**src/rtl/wb_msi_io_responder_if.sv**
```systemverilog
// Wishbone command/response types for the 256-bit I/O bridge channel, and
// the interface bundle that carries them between bridge and responder.
//   req  : bridge master port request (cyc, stb, we, sel, adr, dat, tid)
//   resp : channel response bus (ack, err, rty, next, stall, pri, tid, dat)
// Modports: master drives req and observes resp; slave does the reverse.

package wishbone_pkg;

  typedef enum logic [1:0] {
    OKAY  = 2'd0,
    ERR   = 2'd1,
    RETRY = 2'd2,
    IRQ   = 2'd3
  } wb_err_t;

  typedef struct packed {
    logic         cyc;
    logic         stb;
    logic         we;
    logic [31:0]  sel;
    logic [31:0]  adr;
    logic [255:0] dat;
    logic [12:0]  tid;
  } wb_cmd_request256_t;

  typedef struct packed {
    logic         ack;
    wb_err_t      err;
    logic         rty;
    logic         next;
    logic         stall;
    logic [3:0]   pri;
    logic [12:0]  tid;
    logic [255:0] dat;
  } wb_cmd_response256_t;

endpackage

interface wb_msi_io_responder_if;
  import wishbone_pkg::*;

  wb_cmd_request256_t  req;
  wb_cmd_response256_t resp;

  modport master (output req, input resp);
  modport slave  (input req, output resp);
endinterface

```
**src/rtl/wb_msi_io_responder.sv**
```systemverilog
// Device-side Wishbone responder for one channel of the 256-bit I/O bridge.
// Serves a small 256-bit register file (CTRL, MSI_DATA, STATUS, SCRATCH) with
// byte-lane writes and originates MSI beats (ack=1, err=IRQ) on irq_i edges.
// Ports:
//   clk_i         : clock
//   rst_i         : synchronous active-low reset
//   bus           : slave modport; bus.req in from bridge, bus.resp out
//   irq_i         : level interrupt source, rising edge raises an MSI
//   msi_pending_o : an MSI is recorded and waiting to be sent
//
// state | meaning
// IDLE  | no beat on resp; decode requests, or launch a pending MSI
// ACK   | bus ack presented, held until stb drops
// MSI   | single-cycle unsolicited interrupt beat

module wb_msi_io_responder
  import wishbone_pkg::*;
#(
  parameter logic [31:0] BASE    = 32'hFEE00000,
  parameter logic [31:0] MASK    = 32'hFFFFFF80,
  parameter int          NREG    = 4,
  parameter logic [12:0] MSI_TID = 13'h0,
  parameter logic [3:0]  MSI_PRI = 4'd8
) (
  input  logic                   clk_i,
  input  logic                   rst_i,
  wb_msi_io_responder_if.slave   bus,
  input  logic                   irq_i,
  output logic                   msi_pending_o
);

  // Index width; a single-register block still carries a 1-bit index of 0.
  localparam int          IDXW   = (NREG > 1) ? $clog2(NREG) : 1;
  localparam logic [2:0]  NREG_L = 3'(NREG);

  localparam logic [1:0] IDX_CTRL     = 2'd0;
  localparam logic [1:0] IDX_MSI_DATA = 2'd1;
  localparam logic [1:0] IDX_STATUS   = 2'd2;
  localparam logic [1:0] IDX_SCRATCH  = 2'd3;

  typedef enum logic [1:0] {
    IDLE = 2'd0,
    ACK  = 2'd1,
    MSI  = 2'd2
  } state_t;

  state_t              state, state_next;
  wb_cmd_response256_t resp_q, resp_next;

  logic [255:0] ctrl_q, msi_data_q, scratch_q;
  logic         pending_q, overflow_q;
  logic         pending_next, overflow_next;
  logic         irq_q;

  logic         cs;
  logic [1:0]   idx;
  logic         reg_present;
  logic [255:0] rd_data;
  logic         wr_en;
  logic         status_clr;
  logic         irq_rise;
  logic         msi_en;

  assign cs       = bus.req.cyc & bus.req.stb & ((bus.req.adr & MASK) == BASE);
  assign irq_rise = irq_i & ~irq_q;
  assign msi_en   = ctrl_q[0];

  always_comb begin
    idx = '0;
    if (NREG > 1) idx[IDXW-1:0] = bus.req.adr[5 +: IDXW];
  end

  assign reg_present = ({1'b0, idx} < NREG_L);

  always_comb begin
    rd_data = '0;
    if (reg_present) begin
      case (idx)
        IDX_CTRL:     rd_data = ctrl_q;
        IDX_MSI_DATA: rd_data = msi_data_q;
        IDX_STATUS:   rd_data = {254'd0, overflow_q, pending_q};
        IDX_SCRATCH:  rd_data = scratch_q;
        default:      rd_data = '0;
      endcase
    end
  end

  // A write commits only on the IDLE->ACK decode edge, so a long-held strobe
  // writes exactly once.
  assign wr_en      = (state == IDLE) & cs & bus.req.we & reg_present;
  assign status_clr = wr_en & (idx == IDX_STATUS) & bus.req.sel[0] & bus.req.dat[1];

  function automatic logic [255:0] merge_lanes(input logic [255:0] old_val,
                                               input logic [255:0] new_val,
                                               input logic [31:0]  sel);
    logic [255:0] r;
    r = old_val;
    for (int k = 0; k < 32; k++) begin
      if (sel[k]) r[8*k +: 8] = new_val[8*k +: 8];
    end
    return r;
  endfunction

  // Pending/overflow bookkeeping. An edge landing on the MSI exit cycle
  // re-arms pending instead of counting as an overflow, since the message
  // just sent predates it.
  always_comb begin
    pending_next  = pending_q;
    overflow_next = overflow_q;
    if (status_clr) overflow_next = 1'b0;
    if (state == MSI) begin
      pending_next = irq_rise;
    end else if (irq_rise) begin
      if (pending_q) overflow_next = 1'b1;
      pending_next = 1'b1;
    end
  end

  always_comb begin
    state_next = state;
    resp_next  = resp_q;
    case (state)
      IDLE: begin
        resp_next = '0;
        if (cs) begin
          state_next    = ACK;
          resp_next.ack = 1'b1;
          resp_next.err = OKAY;
          resp_next.tid = bus.req.tid;
          resp_next.dat = bus.req.we ? 256'd0 : rd_data;
        end else if (pending_q && msi_en) begin
          state_next    = MSI;
          resp_next.ack = 1'b1;
          resp_next.err = IRQ;
          resp_next.tid = MSI_TID;
          resp_next.pri = MSI_PRI;
          resp_next.dat = msi_data_q;
        end
      end
      ACK: begin
        if (!bus.req.stb) begin
          state_next = IDLE;
          resp_next  = '0;
        end
      end
      MSI: begin
        state_next = IDLE;
        resp_next  = '0;
      end
      default: begin
        state_next = IDLE;
        resp_next  = '0;
      end
    endcase
  end

  always_ff @(posedge clk_i) begin
    if (!rst_i) begin
      state      <= IDLE;
      resp_q     <= '0;
      ctrl_q     <= '0;
      msi_data_q <= '0;
      scratch_q  <= '0;
      pending_q  <= 1'b0;
      overflow_q <= 1'b0;
      irq_q      <= 1'b0;
    end else begin
      state      <= state_next;
      resp_q     <= resp_next;
      irq_q      <= irq_i;
      pending_q  <= pending_next;
      overflow_q <= overflow_next;
      if (wr_en) begin
        case (idx)
          IDX_CTRL:     ctrl_q     <= merge_lanes(ctrl_q, bus.req.dat, bus.req.sel);
          IDX_MSI_DATA: msi_data_q <= merge_lanes(msi_data_q, bus.req.dat, bus.req.sel);
          IDX_SCRATCH:  scratch_q  <= merge_lanes(scratch_q, bus.req.dat, bus.req.sel);
          default: ;
        endcase
      end
    end
  end

  assign bus.resp      = resp_q;
  assign msi_pending_o = pending_q;

endmodule

```
**src/flat_wrapper.sv**
```systemverilog
// flat-port wrapper written by rule: the top's interface ports become plain ports
module wb_msi_io_responder_flat import wishbone_pkg::*;
#(
  parameter logic [31:0] BASE    = 32'hFEE00000,
  parameter logic [31:0] MASK    = 32'hFFFFFF80,
  parameter int          NREG    = 4,
  parameter logic [12:0] MSI_TID = 13'h0,
  parameter logic [3:0]  MSI_PRI = 4'd8
)
  (clk_i, rst_i, irq_i, msi_pending_o, bus_req, bus_resp);
  wb_msi_io_responder_if bus_i ();
  input  logic clk_i;
  input  logic rst_i;
  input  logic irq_i;
  output logic msi_pending_o;
  input wire logic [$bits(bus_i.req)-1:0] bus_req;
  output wire logic [$bits(bus_i.resp)-1:0] bus_resp;
  assign bus_i.req = bus_req;
  assign bus_resp = bus_i.resp;
  wb_msi_io_responder #(.BASE(BASE), .MASK(MASK), .NREG(NREG), .MSI_TID(MSI_TID), .MSI_PRI(MSI_PRI)) u_core (.clk_i(clk_i), .rst_i(rst_i), .bus(bus_i), .irq_i(irq_i), .msi_pending_o(msi_pending_o));
endmodule
```
**config.mk**
```make
export PLATFORM = sky130hd
export DESIGN_NAME = wb_msi_io_responder_flat
export DESIGN_NICKNAME = d
export VERILOG_FILES = /design/src/rtl/wb_msi_io_responder_if.sv /design/src/rtl/wb_msi_io_responder.sv /design/src/flat_wrapper.sv
export SDC_FILE = /design/constraint.sdc
export NUM_CORES = 2
export LEC_CHECK = 0
export CAP_MARGIN = 25
export CORE_AREA = 3 3 226 449
export DETAILED_ROUTE_END_ITERATION = 7
export DIE_AREA = 0 0 229 452
export PLACE_DENSITY = 0.71
export SLEW_MARGIN = 25
export SYNTH_ARGS = -nofsm -noshare
export SYNTH_HDL_FRONTEND = slang
export SYNTH_SLANG_ARGS = --single-unit
```
**constraint.sdc**
```tcl
create_clock -name clk_i -period 2.3 [get_ports clk_i]
set_input_delay 0.46 -clock clk_i [delete_from_list [all_inputs] [get_ports clk_i]]
set_output_delay 0.46 -clock clk_i [all_outputs]
set_load 0.02 [all_outputs]
```
# Yosys cells after proc, flatten, opt, wreduce, memory -nomap -nowiden
# Index checks and enable logic that the tools add are counted.
dict set report classes {
  reduce_logical 101
  n_mux 19
  bitwise_logic 9
  eq_ne 8
  shifts 0
  n_addsub 0
  n_lt_le_gt_ge 0
  n_div 0
  n_mul 0
}
# cell count
set ops {}
lappend ops {{256-bit one-hot mux with 4 select lines} 1}
lappend ops {{279-bit one-hot mux with 2 select lines} 1}
lappend ops {{3-bit AND reduction} 96}
lappend ops {{279-bit 2-to-1 mux} 1}
lappend ops {{273-bit 2-to-1 mux} 1}
lappend ops {{269-bit 2-to-1 mux} 1}
lappend ops {{256-bit 2-to-1 mux} 1}
lappend ops {{25-bit == test (second input constant)} 1}
lappend ops {{1-bit bitwise AND} 8}
lappend ops {{2-bit == test (second input constant)} 3}
lappend ops {{1-bit 2-to-1 mux} 6}
lappend ops {{2-bit 2-to-1 mux} 3}
lappend ops {{3-bit 2-to-1 mux} 2}
lappend ops {{2-bit by 1-bit == test with 1-bit output (second input constant)} 2}
lappend ops {{2-bit logical NOT} 2}
lappend ops {{4-bit 2-to-1 mux} 1}
lappend ops {{2-bit one-hot mux with 2 select lines} 1}
lappend ops {{3-bit by 2-bit inequality test with 1-bit output (second input constant)} 1}
lappend ops {{2-bit inequality test (second input constant)} 1}
lappend ops {{2-bit AND reduction} 1}
lappend ops {{2-bit nonzero test} 1}
lappend ops {{1-bit logical AND} 1}
lappend ops {{1-bit inverter} 1}
dict set report totals {
  latch_bits 0
  inputBits 339
  elab_cells 245
  rom_bits 0
  memories 0
  regBits 1052
  output_inout_bits 280
  ram_bits 0
}

# Longest topological paths before layout
dict set report depth {
  depth_word 11
  ltp_mapped 8
  ltp_nobuf 4
}

# Worst setup path before layout
# Ideal clock, no wire load.
dict set report synth_path {
  path_kind {input port to flip-flop}
  from {input bus_req[277]}
  to {register u_core.resp_q (netlist bit u_core.bus.resp[4])}
  setup_slack_ns 0.106
  setup_time_ns 0.122
  required_ns 2.178
  path_buffers 3
  arrival_ns 2.072
  cell_stages 7
  cell_sequence {nor4bb_1 clkbuf_1 nand3_2 o21a_1 clkbuf_1 clkbuf_1 a221o_1}
}
dict set report synth_between {
  elab_chain_len 4
}
# item line_no
set synth_lines {}
lappend synth_lines {{from (decl)} flat_wrapper.sv:16} ;# input wire logic [$bits(bus_i.req)-1:0] bus_req;
lappend synth_lines {{25-bit == test} wb_msi_io_responder.sv:64} ;# assign cs = bus.req.cyc & bus.req.stb & ((bus.req.adr & MASK) == BASE);
lappend synth_lines {{1-bit bitwise AND} wb_msi_io_responder.sv:64}
lappend synth_lines {{269-bit 2-to-1 mux} wb_msi_io_responder.sv:125} ;# if (cs) begin
lappend synth_lines {{279-bit one-hot mux with 2 select lines} wb_msi_io_responder.sv:122} ;# case (state)
lappend synth_lines {{to (signal assigned)} wb_msi_io_responder.sv:169} ;# resp_q <= resp_next;
lappend synth_lines {{to (decl)} wb_msi_io_responder.sv:48} ;# wb_cmd_response256_t resp_q, resp_next;
# Every way passes these cells.
# A chain may end at the register's enable or synchronous reset.

# Worst setup path in the final report
dict set report layout_path {
  from {register u_core.resp_q (netlist bit u_core.bus.resp[121])}
  to {output bus_resp[121]}
}
# item line_no
set layout_rtl {}
lappend layout_rtl {{to (decl)} flat_wrapper.sv:17} ;# output wire logic [$bits(bus_i.resp)-1:0] bus_resp;
# No word-level cell between the ends.

==> impl_table.tex <==
\begin{tabular}{lr}
\hline
Metric & Value \\
\hline
\multicolumn{2}{l}{\textbf{Routing}} \\
Routed vias & 37.7k \\
Average detailed-routed wire length per instance & 22.4 µm \\
ANT nets after route & 0 \\
Via density per instance & 5.83 \\
Detailed Route WL & 144000 µm \\
First DRT Iteration DRCs & 2629 \\
Number of design rule violations left after detail routing & 0 \\
First-pass DRT Iterations & 5 \\
\multicolumn{2}{l}{\textbf{Global route}} \\
GR Util met3 & around 5.2\% \\
Most Crowded Layer GR & met2 \\
Grt met2 use & roughly 48\% \\
Pin count of the biggest net entering global routing & 166 \\
Met1 demand-to-capacity share in global routing & between 30\% and 40\% \\
Total congestion overflow & 0 \\
Initial antenna violation count & 14 \\
Number of global-route vias before repair & 38.7k \\
Global Route Usage Sum & 26.9\% \\
First-pass GRT wire length & between 200000 and 250000 µm \\
\multicolumn{2}{l}{\textbf{Clocking}} \\
TritonCTS buffer count & 93 \\
Clock tree from TritonCTS & built \\
Setup Buffers After CTS & 0 \\
Clk sinks & about 1.0k \\
Number of buffers on the longest clock path & 3 \\
Total number of H-tree levels & 3 \\
CTS clk-pin slew, worst paths & 0.08 ns \\
Clock root buffer & clkbuf\_16 \\
Clock insertion delay at the later pin of the skew report & just under 0.7 ns \\
\multicolumn{2}{l}{\textbf{Place}} \\
Final weighted congestion of routability-driven global placement & 0.837 \\
HPWL reported at the end of detailed placement & 97800 µm \\
Count of input and output buffers & 607 \\
Placed instance count & 6284 \\
\multicolumn{2}{l}{\textbf{Logic synthesis}} \\
Most frequently used cell type in the post-synthesis netlist & nand2\_1 \\
Number of unique standard cell types used by synthesis & 45 \\
Asr flop ratio synth & 0\% \\
Fraction of the yosys area taken by sequential cells & 46.3\% \\
Post-synthesis instance total & 4422 \\
Commonest cells post-synth & nand2\_1 (1059), dfxtp\_1 (1044), mux2i\_1 (768) \\
Mean area per synthesized cell & around 10 µm² \\
Share of Yosys cell area claimed by the top area cell type & 46.3\% \\
Most used flip-flop cell after synthesis & dfxtp\_1 \\
Number of warnings printed during yosys synthesis & 0 \\
Most area-consuming cells after synthesis & dfxtp\_1 (46\%), mux2i\_1 (17\%), nand2\_1 (8.8\%) \\
Count of state elements after synthesis & between 1k and 1.5k \\
Count of flip-flops with a built-in enable after synthesis & 0 \\
Synthesized cell area & 0.0451 mm² \\
Library cell occupying the most area in the post-synthesis netlist & dfxtp\_1 \\
\multicolumn{2}{l}{\textbf{Job}} \\
Reported max-cap violation count & 0 \\
\multicolumn{2}{l}{\textbf{Timing}} \\
Pin slew with the least headroom to its limit & between 0.7 and 0.8 ns \\
Worst hold slack across all endpoints & about 0.12 ns \\
Worst relative slew slack & 47.0\% \\
Maximum clock frequency & 448 MHz \\
Final total negative setup slack & 0 ns \\
Min Clock Period, post-route & 2.23 ns \\
Post-route fraction of the period consumed by the critical path & 97.0\% \\
Final Slew Violations & 0 \\
Setup violators final & 0 \\
Count of endpoints failing hold in the final timing report & 0 \\
Setup clock skew after layout & 0.0224 ns \\
\multicolumn{2}{l}{\textbf{Setup path}} \\
CP max stage delay & 0.68 ns \\
Largest fanout of any net on the critical path & 2 \\
List of cells traversed by the critical path & clkdlybuf4s50\_1 \\
Data arrival, critical path & 1.77 ns \\
Class of the most critical setup path & reg2out \\
Crit path buf inv count & 1 \\
Slowest stage cell on the critical path & clkdlybuf4s50\_1 \\
Register-to-Register Setup Slack & 0.17 ns \\
Kind of start point of the critical path & flop \\
Cell type group with the largest total delay on the critical path & buffers and inverters \\
Critical path data required time & 1.84 ns \\
Nature of the critical path endpoint & output port \\
\multicolumn{2}{l}{\textbf{Status}} \\
Result of the run & finished clean \\
\multicolumn{2}{l}{\textbf{Die}} \\
IO Count & 619 \\
Row count & 163 \\
Effective utilization at floorplan & 45.7\% \\
Die outline width & 229 µm \\
Die area & 0.104 mm² \\
Die boundary height & 452 µm \\
Core outline area & between 0.09 and 0.1 mm² \\
\multicolumn{2}{l}{\textbf{Power and ir drop}} \\
Power per standard cell area & 623 mW/mm² \\
Leakage power summed over all cells & 0.0208 µW \\
Maximum vdd ir drop & 649 µV \\
\multicolumn{2}{l}{\textbf{Layout}} \\
Non-filler cells, final & 6458 \\
Layout Nets & between 5k and 6k \\
Layout overhead on the synthesized area & 30.2\% \\
Fraction of final layout cells with drive strength greater than 1 & between 10\% and 20\% \\
\multicolumn{2}{l}{\textbf{Worst hold path}} \\
Path type of the worst min-delay path & in2reg \\
\hline
\end{tabular}
-- cell families after synthesis --
family / synth area share (%)
simple gates: 16.5
other cells: 0.00831
mux: 23.5
buf+inv: 3.40
flops: 46.3
compound gates: 10.4
-- metal layers --
metal | up-vias | share of wire [%]
met1 | 18500 | 40
met5 | - | 0.063
met2 | 1412 | 50
met4 | 14 | 3.3
met3 | 269 | 6.8
li1 | 17400 | -
-- metrics by stage --
step | instance area, µm² | total power, µW | setup WS [ns] | utilization [%]
after detailed placement | 55500 | 20500 | -0.977 | 56.3
after global placement | 55500 | 20500 | -0.897 | 56.3
after global routing | 58800 | 37600 | -0.000143 | 59.5
final | 58800 | 36600 | 0.0680 | 59.5
after CTS | 58700 | 36900 | 0.00110 | 59.5
after floorplan | 45200 | 19400 | 0.106 | -
-- layout make-up --
cell class	count	area, µm²
inverters	1	3.75
diodes	7	17.5
clock buffers	136	2780
well taps	1320	1650
flip-flops and latches	1044	20900
fillers	8268	39900
repair buffers	915	10200
multi-input cells	3004	22800
clock inverters	31	413
-- what timing repair did --
| item | in CTS | in global routing |
|---|---|---|
| resized for setup | 8 | 1 |
| endpoints found under the setup margin | 1008 | 1 |
| hold buffers | 0 | 0 |
-- path summary, 6_finish.rpt --
path | from | end | cells after the start
worst min-delay path | rst_i | u_core.msi_pending_o | 2
worst min register to register | u_core.ctrl_q[128] | u_core.ctrl_q[128] | 2
worst max register to register | u_core.state[1] | u_core.bus.resp[109] | 5
worst max-delay path | u_core.bus.resp[121] | bus_resp[121] | 1
-- flip-flops by register name, indices dropped and copies added, names as in the netlist --
name / cells
u_core.bus.resp: 271
u_core.ctrl_q: 256
u_core.irq_q: 1
u_core.msi_data_q: 256
u_core.msi_pending_o: 1
u_core.overflow_q: 1
u_core.scratch_q: 256
u_core.state: 2
-- cells in the final DEF, fill, tap and decap left out, types with 2 or more instances in the layout --
| master | netlist | layout |
|---|---|---|
| a221o_1 | 254 | 254 |
| a22oi_1 | 254 | 254 |
| a32o_1 | 14 | 14 |
| and2_1 | 3 | 2 |
| and3_1 | 2 | 2 |
| buf_12 | 0 | 146 |
| buf_4 | 18 | 162 |
| buf_8 | 0 | 3 |
| bufinv_16 | 0 | 8 |
| clkbuf_1 | 338 | 16 |
| clkbuf_16 | 0 | 95 |
| clkbuf_8 | 0 | 25 |
| clkdlybuf4s50_1 | 0 | 595 |
| clkinv_2 | 0 | 15 |
| clkinvlp_4 | 0 | 3 |
| conb_1 | 1 | 6 |
| dfxtp_1 | 1044 | 1044 |
| diode_2 | 0 | 7 |
| dlygate4sd2_1 | 0 | 7 |
| mux2_2 | 254 | 254 |
| mux2i_1 | 768 | 768 |
| mux4_2 | 2 | 2 |
| nand2_1 | 1059 | 1059 |
| nand3b_1 | 2 | 2 |
| nand4_4 | 2 | 3 |
| nor3_1 | 3 | 3 |
| nor3_4 | 96 | 96 |
| nor4_1 | 253 | 253 |
| nor4b_1 | 3 | 2 |
| nor4b_2 | 1 | 2 |
| nor4b_4 | 2 | 2 |
| o211ai_1 | 2 | 2 |
| o21a_1 | 3 | 2 |
| o21ai_0 | 2 | 2 |
| o311ai_0 | 2 | 2 |
-- report_power, final --
group / switching (µW) / internal [µW] / leakage, µW / total [µW]
Combinational: 1210 / 825 / 0.0109 / 2040
Clock: 7160 / 9310 / 0.00157 / 16500
Sequential: 3.69 / 18100 / 0.00840 / 18100
Note: power is estimated with default switching activity, not from simulation.
